`config.mk`:
```
export PLATFORM = sky130hd
export DESIGN_NAME = cnn_datapath_gen
export DESIGN_NICKNAME = d
export VERILOG_FILES = /design/src/rtl/cnn_datapath_gen.sv
export SDC_FILE = /design/constraint.sdc
export NUM_CORES = 1
export LEC_CHECK = 0
export ABC_AREA = 1
export CAP_MARGIN = 20
export CORE_ASPECT_RATIO = 0.7
export CORE_MARGIN = 1
export CORE_UTILIZATION = 40
export CTS_CLUSTER_SIZE = 16
export DETAILED_ROUTE_END_ITERATION = 6
export GPL_ROUTABILITY_DRIVEN = 0
export GPL_TIMING_DRIVEN = 0
export PLACE_DENSITY = 0.54
export SLEW_MARGIN = 5
export SYNTH_ARGS = -nofsm -noshare
export SYNTH_HDL_FRONTEND = slang
export SYNTH_SLANG_ARGS = --single-unit
```
`constraint.sdc`:
```
create_clock -name clk -period 14.8 [get_ports clk]
set_input_delay 2.96 -clock clk [delete_from_list [all_inputs] [get_ports clk]]
set_output_delay 2.96 -clock clk [all_outputs]
set_load 0.05 [all_outputs]
```
`src/rtl/cnn_datapath_gen.sv`:
```
// ============================================================================
// cnn_datapath_gen
// ----------------------------------------------------------------------------
// Parametrised datapath for the CNN16 processor family. It provides:
//   - an NREG-entry register file R[0..NREG-1]
//   - an accumulator AC fed by an internal 8-function ALU (a = AC, b = bus)
//   - a program counter PC and an address register AR (drives mem_addr)
//   - auto-wrapping X/Y scan counters with a one-cycle frame_done pulse
//   - a multi-cycle signed MAC sequencer: AC = fit(sum(mem[AR+k*stride] * R[k]))
// The control unit drives the load/select strobes. Memory is synchronous with
// a 1-cycle read latency.
//
// Optional feature (compile-time macro):
//   CNN_MAC_SAT_EN  defined   : MAC result saturates to the signed DW range
//                   undefined : MAC result keeps the low DW bits (wraps)
//   ALU operations are not affected by the macro.
//
// Parameters:
//   DW   data / bus width
//   AW   PC and AR width
//   NREG register file depth, also the maximum MAC tap count
//   IW   X/Y counter width (2*IW <= DW)
//
// Ports:
//   clk, rst        clock, synchronous active-high reset
//   i_bus_sel       bus source: R[n] | AC | mem_rdata | PC | {Y,X} | 0
//   i_rf_load/sel   write bus into R[i_rf_sel]
//   i_ac_load       load ALU result (op i_alu_op) into AC
//   i_pc_load/inc   PC <= bus (priority) or PC+1
//   i_ar_load/inc   AR <= bus (priority) or AR+1
//   i_ar_stride     AR increment applied by each MAC fetch
//   i_xy_step/clr   scan counter step / clear (clear has priority)
//   i_x_max/y_max   inclusive wrap bounds of X and Y
//   i_mac_start     MAC start pulse, i_mac_taps = tap count 0..NREG
//   i_mem_rdata     memory read data (valid the cycle after o_mem_rd)
//   o_mem_addr      = AR
//   o_mem_rd        read strobe (MAC fetch cycles)
//   o_mem_wdata     = bus
//   o_busy          MAC in FETCH/ACC
//   o_mac_done      one-cycle MAC completion flag
//   o_frame_done    one-cycle pulse after the scan wraps Y back to 0
//   o_ac_value, o_pc_value, o_x_value, o_y_value   state visibility
// ============================================================================
module cnn_datapath_gen #(
    parameter int DW   = 16,
    parameter int AW   = 12,
    parameter int NREG = 8,
    parameter int IW   = 8
) (
    input  logic                        clk,
    input  logic                        rst,
    input  logic [$clog2(NREG+4)-1:0]   i_bus_sel,
    input  logic                        i_rf_load,
    input  logic [$clog2(NREG)-1:0]     i_rf_sel,
    input  logic                        i_ac_load,
    input  logic [2:0]                  i_alu_op,
    input  logic                        i_pc_load,
    input  logic                        i_pc_inc,
    input  logic                        i_ar_load,
    input  logic                        i_ar_inc,
    input  logic [AW-1:0]               i_ar_stride,
    input  logic                        i_xy_step,
    input  logic                        i_xy_clr,
    input  logic [IW-1:0]               i_x_max,
    input  logic [IW-1:0]               i_y_max,
    input  logic                        i_mac_start,
    input  logic [$clog2(NREG+1)-1:0]   i_mac_taps,
    input  logic [DW-1:0]               i_mem_rdata,
    output logic [AW-1:0]               o_mem_addr,
    output logic                        o_mem_rd,
    output logic [DW-1:0]               o_mem_wdata,
    output logic                        o_busy,
    output logic                        o_mac_done,
    output logic                        o_frame_done,
    output logic [DW-1:0]               o_ac_value,
    output logic [AW-1:0]               o_pc_value,
    output logic [IW-1:0]               o_x_value,
    output logic [IW-1:0]               o_y_value
);

    // ------------------------------------------------------------------------
    // MAC sequencer states
    //   state | meaning
    //   IDLE  | waiting for i_mac_start
    //   FETCH | o_mem_rd=1 at AR, AR advances by stride at the edge
    //   ACC   | acc += mem_rdata * R[cnt]; loop to FETCH or write AC
    //   DONE  | o_mac_done=1 for one cycle; accepts a new start like IDLE
    // ------------------------------------------------------------------------
    localparam logic [1:0] S_IDLE  = 2'd0;
    localparam logic [1:0] S_FETCH = 2'd1;
    localparam logic [1:0] S_ACC   = 2'd2;
    localparam logic [1:0] S_DONE  = 2'd3;

    localparam int RW  = $clog2(NREG);
    localparam int SW  = $clog2(NREG + 4);
    localparam int TW  = $clog2(NREG + 1);
    // Wide enough to hold NREG full-scale signed products without overflow.
    localparam int ACW = 2 * DW + RW;

    localparam logic [SW-1:0] SEL_AC  = SW'(NREG);
    localparam logic [SW-1:0] SEL_MEM = SW'(NREG + 1);
    localparam logic [SW-1:0] SEL_PC  = SW'(NREG + 2);
    localparam logic [SW-1:0] SEL_XY  = SW'(NREG + 3);

    logic [DW-1:0]          r_rf [NREG];
    logic [DW-1:0]          r_ac;
    logic [AW-1:0]          r_pc;
    logic [AW-1:0]          r_ar;
    logic [IW-1:0]          r_x;
    logic [IW-1:0]          r_y;
    logic                   r_frame_done;

    logic [1:0]             r_state;
    logic signed [ACW-1:0]  r_acc;
    logic [TW-1:0]          r_cnt;
    logic [TW-1:0]          r_taps;

    logic [DW-1:0]          w_bus;
    logic [DW-1:0]          w_alu;
    logic                   w_busy;
    logic                   w_accept;
    logic                   w_start_taps;
    logic                   w_start_zero;
    logic [TW-1:0]          w_cnt_nxt;
    logic                   w_more;
    logic                   w_acc_last;
    logic signed [2*DW-1:0] w_prod;
    logic signed [ACW-1:0]  w_sum;
    logic [DW-1:0]          w_fit;

    // ------------------------------------------------------------------------
    // Bus source mux
    // ------------------------------------------------------------------------
    always_comb begin
        w_bus = '0;
        if (i_bus_sel < SEL_AC) begin
            w_bus = r_rf[i_bus_sel[RW-1:0]];
        end else if (i_bus_sel == SEL_AC) begin
            w_bus = r_ac;
        end else if (i_bus_sel == SEL_MEM) begin
            w_bus = i_mem_rdata;
        end else if (i_bus_sel == SEL_PC) begin
            w_bus = DW'(r_pc);
        end else if (i_bus_sel == SEL_XY) begin
            w_bus = DW'({r_y, r_x});
        end
    end

    // ------------------------------------------------------------------------
    // ALU, a = AC, b = bus, results wrap modulo 2^DW
    // ------------------------------------------------------------------------
    always_comb begin
        w_alu = '0;
        case (i_alu_op)
            3'd0:    w_alu = r_ac + w_bus;
            3'd1:    w_alu = r_ac - w_bus;
            3'd2:    w_alu = r_ac & w_bus;
            3'd3:    w_alu = r_ac | w_bus;
            3'd4:    w_alu = r_ac ^ w_bus;
            3'd5:    w_alu = w_bus;
            3'd6:    w_alu = r_ac << 1;
            default: w_alu = DW'($signed(r_ac) >>> 1);
        endcase
    end

    // ------------------------------------------------------------------------
    // MAC arithmetic
    // ------------------------------------------------------------------------
    assign w_busy       = (r_state == S_FETCH) || (r_state == S_ACC);
    // DONE behaves like IDLE for accepting a new start (back-to-back MACs).
    assign w_accept     = i_mac_start && ((r_state == S_IDLE) || (r_state == S_DONE));
    assign w_start_taps = w_accept && (i_mac_taps != '0);
    assign w_start_zero = w_accept && (i_mac_taps == '0);

    assign w_cnt_nxt  = r_cnt + TW'(1);
    assign w_more     = (w_cnt_nxt < r_taps);
    assign w_acc_last = (r_state == S_ACC) && !w_more;

    assign w_prod = $signed(i_mem_rdata) * $signed(r_rf[r_cnt[RW-1:0]]);
    assign w_sum  = r_acc + {{(ACW - 2*DW){w_prod[2*DW-1]}}, w_prod};

`ifdef CNN_MAC_SAT_EN
    localparam logic signed [ACW-1:0] SAT_MAX = {{(ACW-DW+1){1'b0}}, {(DW-1){1'b1}}};
    localparam logic signed [ACW-1:0] SAT_MIN = {{(ACW-DW+1){1'b1}}, {(DW-1){1'b0}}};

    always_comb begin
        w_fit = w_sum[DW-1:0];
        if (w_sum > SAT_MAX) begin
            w_fit = SAT_MAX[DW-1:0];
        end else if (w_sum < SAT_MIN) begin
            w_fit = SAT_MIN[DW-1:0];
        end
    end
`else
    assign w_fit = w_sum[DW-1:0];
`endif

    // ------------------------------------------------------------------------
    // MAC sequencer
    // ------------------------------------------------------------------------
    always_ff @(posedge clk) begin
        if (rst) begin
            r_state <= S_IDLE;
            r_acc   <= '0;
            r_cnt   <= '0;
            r_taps  <= '0;
        end else begin
            case (r_state)
                S_IDLE, S_DONE: begin
                    if (w_start_taps) begin
                        r_acc   <= '0;
                        r_cnt   <= '0;
                        r_taps  <= i_mac_taps;
                        r_state <= S_FETCH;
                    end else if (w_start_zero) begin
                        r_state <= S_DONE;
                    end else begin
                        r_state <= S_IDLE;
                    end
                end
                S_FETCH: begin
                    r_state <= S_ACC;
                end
                S_ACC: begin
                    r_acc <= w_sum;
                    r_cnt <= w_cnt_nxt;
                    if (w_more) begin
                        r_state <= S_FETCH;
                    end else begin
                        r_state <= S_DONE;
                    end
                end
                default: begin
                    r_state <= S_IDLE;
                end
            endcase
        end
    end

    // ------------------------------------------------------------------------
    // Register file
    // ------------------------------------------------------------------------
    always_ff @(posedge clk) begin
        if (rst) begin
            for (int i = 0; i < NREG; i++) begin
                r_rf[i] <= '0;
            end
        end else if (i_rf_load && !w_busy) begin
            r_rf[i_rf_sel] <= w_bus;
        end
    end

    // ------------------------------------------------------------------------
    // Accumulator: MAC writes win over a same-cycle ac_load
    // ------------------------------------------------------------------------
    always_ff @(posedge clk) begin
        if (rst) begin
            r_ac <= '0;
        end else if (w_start_zero) begin
            r_ac <= '0;
        end else if (w_acc_last) begin
            r_ac <= w_fit;
        end else if (i_ac_load && !w_busy) begin
            r_ac <= w_alu;
        end
    end

    // ------------------------------------------------------------------------
    // Program counter (keeps running while the MAC is busy)
    // ------------------------------------------------------------------------
    always_ff @(posedge clk) begin
        if (rst) begin
            r_pc <= '0;
        end else if (i_pc_load) begin
            r_pc <= w_bus[AW-1:0];
        end else if (i_pc_inc) begin
            r_pc <= r_pc + AW'(1);
        end
    end

    // ------------------------------------------------------------------------
    // Address register: MAC stepping > load > increment
    // ------------------------------------------------------------------------
    always_ff @(posedge clk) begin
        if (rst) begin
            r_ar <= '0;
        end else if (r_state == S_FETCH) begin
            r_ar <= r_ar + i_ar_stride;
        end else if (i_ar_load && !w_busy) begin
            r_ar <= w_bus[AW-1:0];
        end else if (i_ar_inc && !w_busy) begin
            r_ar <= r_ar + AW'(1);
        end
    end

    // ------------------------------------------------------------------------
    // X/Y scan counters; frame_done is registered so it appears together
    // with the wrapped (0,0) position.
    // ------------------------------------------------------------------------
    always_ff @(posedge clk) begin
        if (rst) begin
            r_x          <= '0;
            r_y          <= '0;
            r_frame_done <= 1'b0;
        end else begin
            r_frame_done <= 1'b0;
            if (i_xy_clr) begin
                r_x <= '0;
                r_y <= '0;
            end else if (i_xy_step) begin
                if (r_x != i_x_max) begin
                    r_x <= r_x + IW'(1);
                end else begin
                    r_x <= '0;
                    if (r_y != i_y_max) begin
                        r_y <= r_y + IW'(1);
                    end else begin
                        r_y          <= '0;
                        r_frame_done <= 1'b1;
                    end
                end
            end
        end
    end

    // ------------------------------------------------------------------------
    // Outputs
    // ------------------------------------------------------------------------
    assign o_mem_addr   = r_ar;
    assign o_mem_rd     = (r_state == S_FETCH);
    assign o_mem_wdata  = w_bus;
    assign o_busy       = w_busy;
    assign o_mac_done   = (r_state == S_DONE);
    assign o_frame_done = r_frame_done;
    assign o_ac_value   = r_ac;
    assign o_pc_value   = r_pc;
    assign o_x_value    = r_x;
    assign o_y_value    = r_y;

endmodule

```
==> results of run 1 <==
## metal layers
layer | part of all wire (%) | vias up | global-route usage, %
met3 | 11 | 133 | 6.01
li1 | - | 8725 | -
met5 | 0 | - | 0
met2 | 40 | 1006 | 43.3
met1 | 47 | 9115 | 47.3
met4 | 2.7 | 0 | 8.99
## sequential cells by signal, indices dropped and copies added, names as in the netlist, named ones only
register and cells:
o_x_value 8, r_taps 4, o_ac_value 16, o_mem_addr 12, r_state 2, o_frame_done 1
r_cnt 4, r_rf 128, o_pc_value 12, r_acc 16, o_y_value 8
## kinds of logic after synthesis
group | after synthesis
xor gates and xnor gates | 72
muxes | 1
adders and majority gates | 230
DFF | 214
buffers and inverters | 485
and+or+nand+nor | 1121
AOI/OAI and AO/OA | 437
## where the power goes
group | leakage, nW | total [mW] | internal [mW] | switching, mW
sequential | 2.03 | 0.697 | 0.660 | 0.0369
combinational | 7.22 | 1.25 | 0.413 | 0.835
clock | 0.358 | 0.585 | 0.311 | 0.274
total | 9.60 | 2.53 | 1.38 | 1.15
## area by class of cell
cell class                 count  area share, %
clock buffer                  31           2.96
clock inverter                14          0.360
tap                          612           3.50
buffer                        96           2.28
timing repair buffer         137           6.26
sequential                   214           25.5
inverter                     389           6.68
multi-input combinational   1861           52.5
## Yosys cell counts, types with 16 or more instances
cell / instances
nand3_1: 121
ha_1: 148
inv_1: 367
xnor2_1: 24
fa_1: 82
inv_2: 16
nor3_1: 24
nand4_1: 33
buf_2: 26
dfxtp_1: 86
xor2_1: 48
nand2_1: 506
o21ai_0: 124
edfxtp_1: 128
nor2_1: 374
clkbuf_1: 46
o21ai_1: 18
a221oi_1: 17
o211ai_1: 32
a21oi_1: 142
## per-stage QoR
stage / instance area (sq um) / hold slack, ns
5_1_grt: 21900 / 0.491
4_1_cts: 21900 / 0.474
2_1_floorplan: 19000 / 0.436
3_3_place_gp: 21100 / 0.459
6_report: 21900 / 0.476
3_5_place_dp: 21100 / 0.464
## final timing paths
| kind | from | slack, ns | end | cells after the start |
|---|---|---|---|---|
| max reg2reg | flop | 6.34 | o_ac_value[14] | 35 |
| min | r_acc[10] | 0.48 | r_acc[10] | 2 |
| max | i_mem_rdata[1] | 4.90 | o_ac_value[15] | 33 |
| min reg2reg | r_acc[10] | 0.48 | r_acc[10] | 2 |
## worst max-delay path, delay by kind of cell
kind                       cells  cell delay [ns]
adders and majority gates      8             3.39
AOI/OAI and AO/OA              7             1.21
buffers and inverters          7             1.66
and+or+nand+nor               10             1.03
xor gates and xnor gates       1             0.14
==> impl_results.md, run 1 <==
* Vias at 19000
* Initial DRC Count at 2304
* TritonRoute pass-1 iters at 6
* Post-route total power at between 2 and 3 mW
* Post-Synth XOR/XNOR Area at 3.32%
* Core area at around 0.047 sq mm
* Crit-path max cell delay at approximately 0.67 ns
* Initial antenna violation count at 0
* Slowest-stage cell, CP: clkdlybuf4s50_1
* Post-synthesis compound-gate area fraction at 14.1%
* Core Util, Final at around 47%
* Pre-CTS setup slack at ~4.4 ns
* Post-synth EDFFs at 128
* Setup crit end kind: flop
* Overall routed net length at around 76000 um
* Share of layout cells above drive strength 1 at approximately 5.6%
* Hold_buf cts at 0
* Die area at between 0.04 and 0.05 sq mm
* Wire length per cell at between 20 and 25 um
* Largest area contributor in the netlist: edfxtp_1
* Distinct cells, synth at 64
* Hold Fails Final Rpt at 0
* Final ANT Viol Nets at 0
* Inst Count DP at roughly 3300
* Clock sinks at roughly 210
* Largest net degree at the start of global routing at 17
* Yosys reg bits at ~210
* Die Span X at approximately 260 um
* Port Buffers at roughly 140
* CP dominant cell by count: nor2_1
* CP Class: in2reg
* DPL Wire Length at 58900 um
* Final worst path period share at 66.9%
* DRC at 0
* Leak pwr at 9.60 nW
* Largest family of logic cells by synthesized area: simple AND/OR/NAND/NOR gates
* Post-synthesis mux area share at less than 1%
* Drt via density at ~5.7
* Diodes inserted at 0
* Synthesized area per cell at around 7.4 sq um
* Worst setup margin at 4.90 ns
* Clock buffer depth at 3
* Net Count, Synth at ~2900
* Htree depth at 1
* Area share of fa/ha/maj cells after synthesis at 18.4%
* Vias in the first global route at roughly 17000
* Die height at roughly 180 um
* Primary FF master, synth: edfxtp_1
* Synth warn at 0
* Area Growth Syn to Fin at 15.1%
* Startpoint types: input pin
* Crit path required time at 15.29 ns
* Storage element area at about 0.0056 sq mm
* Status: finished, final reports clean
* Max_slew headroom at ~35%
* Post-Synth Simple-Gate Area at between 20% and 30%
* Crit Path Max Fanout at 10
* Fmax at around 100 MHz
* Worst-margin pin slew at roughly 0.98 ns
* I/O pin cnt at between 100 and 150
* Final Setup Violations at 0
* Commonest non-fill, non-tap cell in the layout: nand2_1
* Fillers at ~4700
* Site Rows at 66
* Num CTS Buffers at 25
* Arrival time worst endpoint at about 10 ns
* Max-Cap Viols at 0
* Slew Limit Fails at 0
* TritonCTS clock tree: done
* Maximum VDD drop at 0.103 mV
* PwrDens at between 100 and 150 mW/mm^2
* Post-route setup TNS at 0 ns
* Share of the synthesized area in the top cell type at just over 20%
* Cell Area, Synth at 0.0190 sq mm
* Worst hold path type: reg2reg
* Clock latency at the later pin of the worst-skew pair at between 0.5 and 0.6 ns
* CTS resizes at 0
* First-pass GRT wire length at ~110000 um
* Worst-path clk slew at 0.06 ns
* Skew final at about 0.026 ns
* Starting Density at between 40 and 50%
* RSZ-0062 raised after global routing: false
* Setup Buffers After CTS at 0
* Tot GR Track Use at 30.9%
* Total congestion overflow at 0
* Final cell count without fillers at about 3400
* Commonest cells after routing, fill and taps aside: nand2_1, nor2_1, inv_1, ha_1, a21oi_1
* Fin crit period at 9.90 ns
* Top post-synthesis cells by area: edfxtp_1, nand2_1, ha_1
* Post-synthesis sequential area ratio at 29.3%
* Synth async-reset ratio at 0%
* Clock root buffer master: clkbuf_16
* Nets at ~3000
* Post-Syn Instances at 2560
* Area of the multi-input gates at approximately 0.011 sq mm
No activity file was read; power rests on OpenSTA's default activity.
==> inputs of run 2 (changes only) <==
==> constraint.sdc (replaced) <==
create_clock -name clk -period 9.9 [get_ports clk]
set_input_delay 1.98 -clock clk [delete_from_list [all_inputs] [get_ports clk]]
set_output_delay 1.98 -clock clk [all_outputs]
set_load 0.05 [all_outputs]
==> results of run 2 <==
Same layout as run 1 (identical final DEF). Status: finished, final reports clean.
Main changes from that run: setup slack after placement 4.39 ns -> 0.472 ns; setup slack after layout 4.90 ns -> 0.977 ns; register-to-register setup slack 6.34 ns -> 1.44 ns; total power 2.53 mW -> 3.78 mW; worst IR drop on VDD 0.103 mV -> 0.154 mV
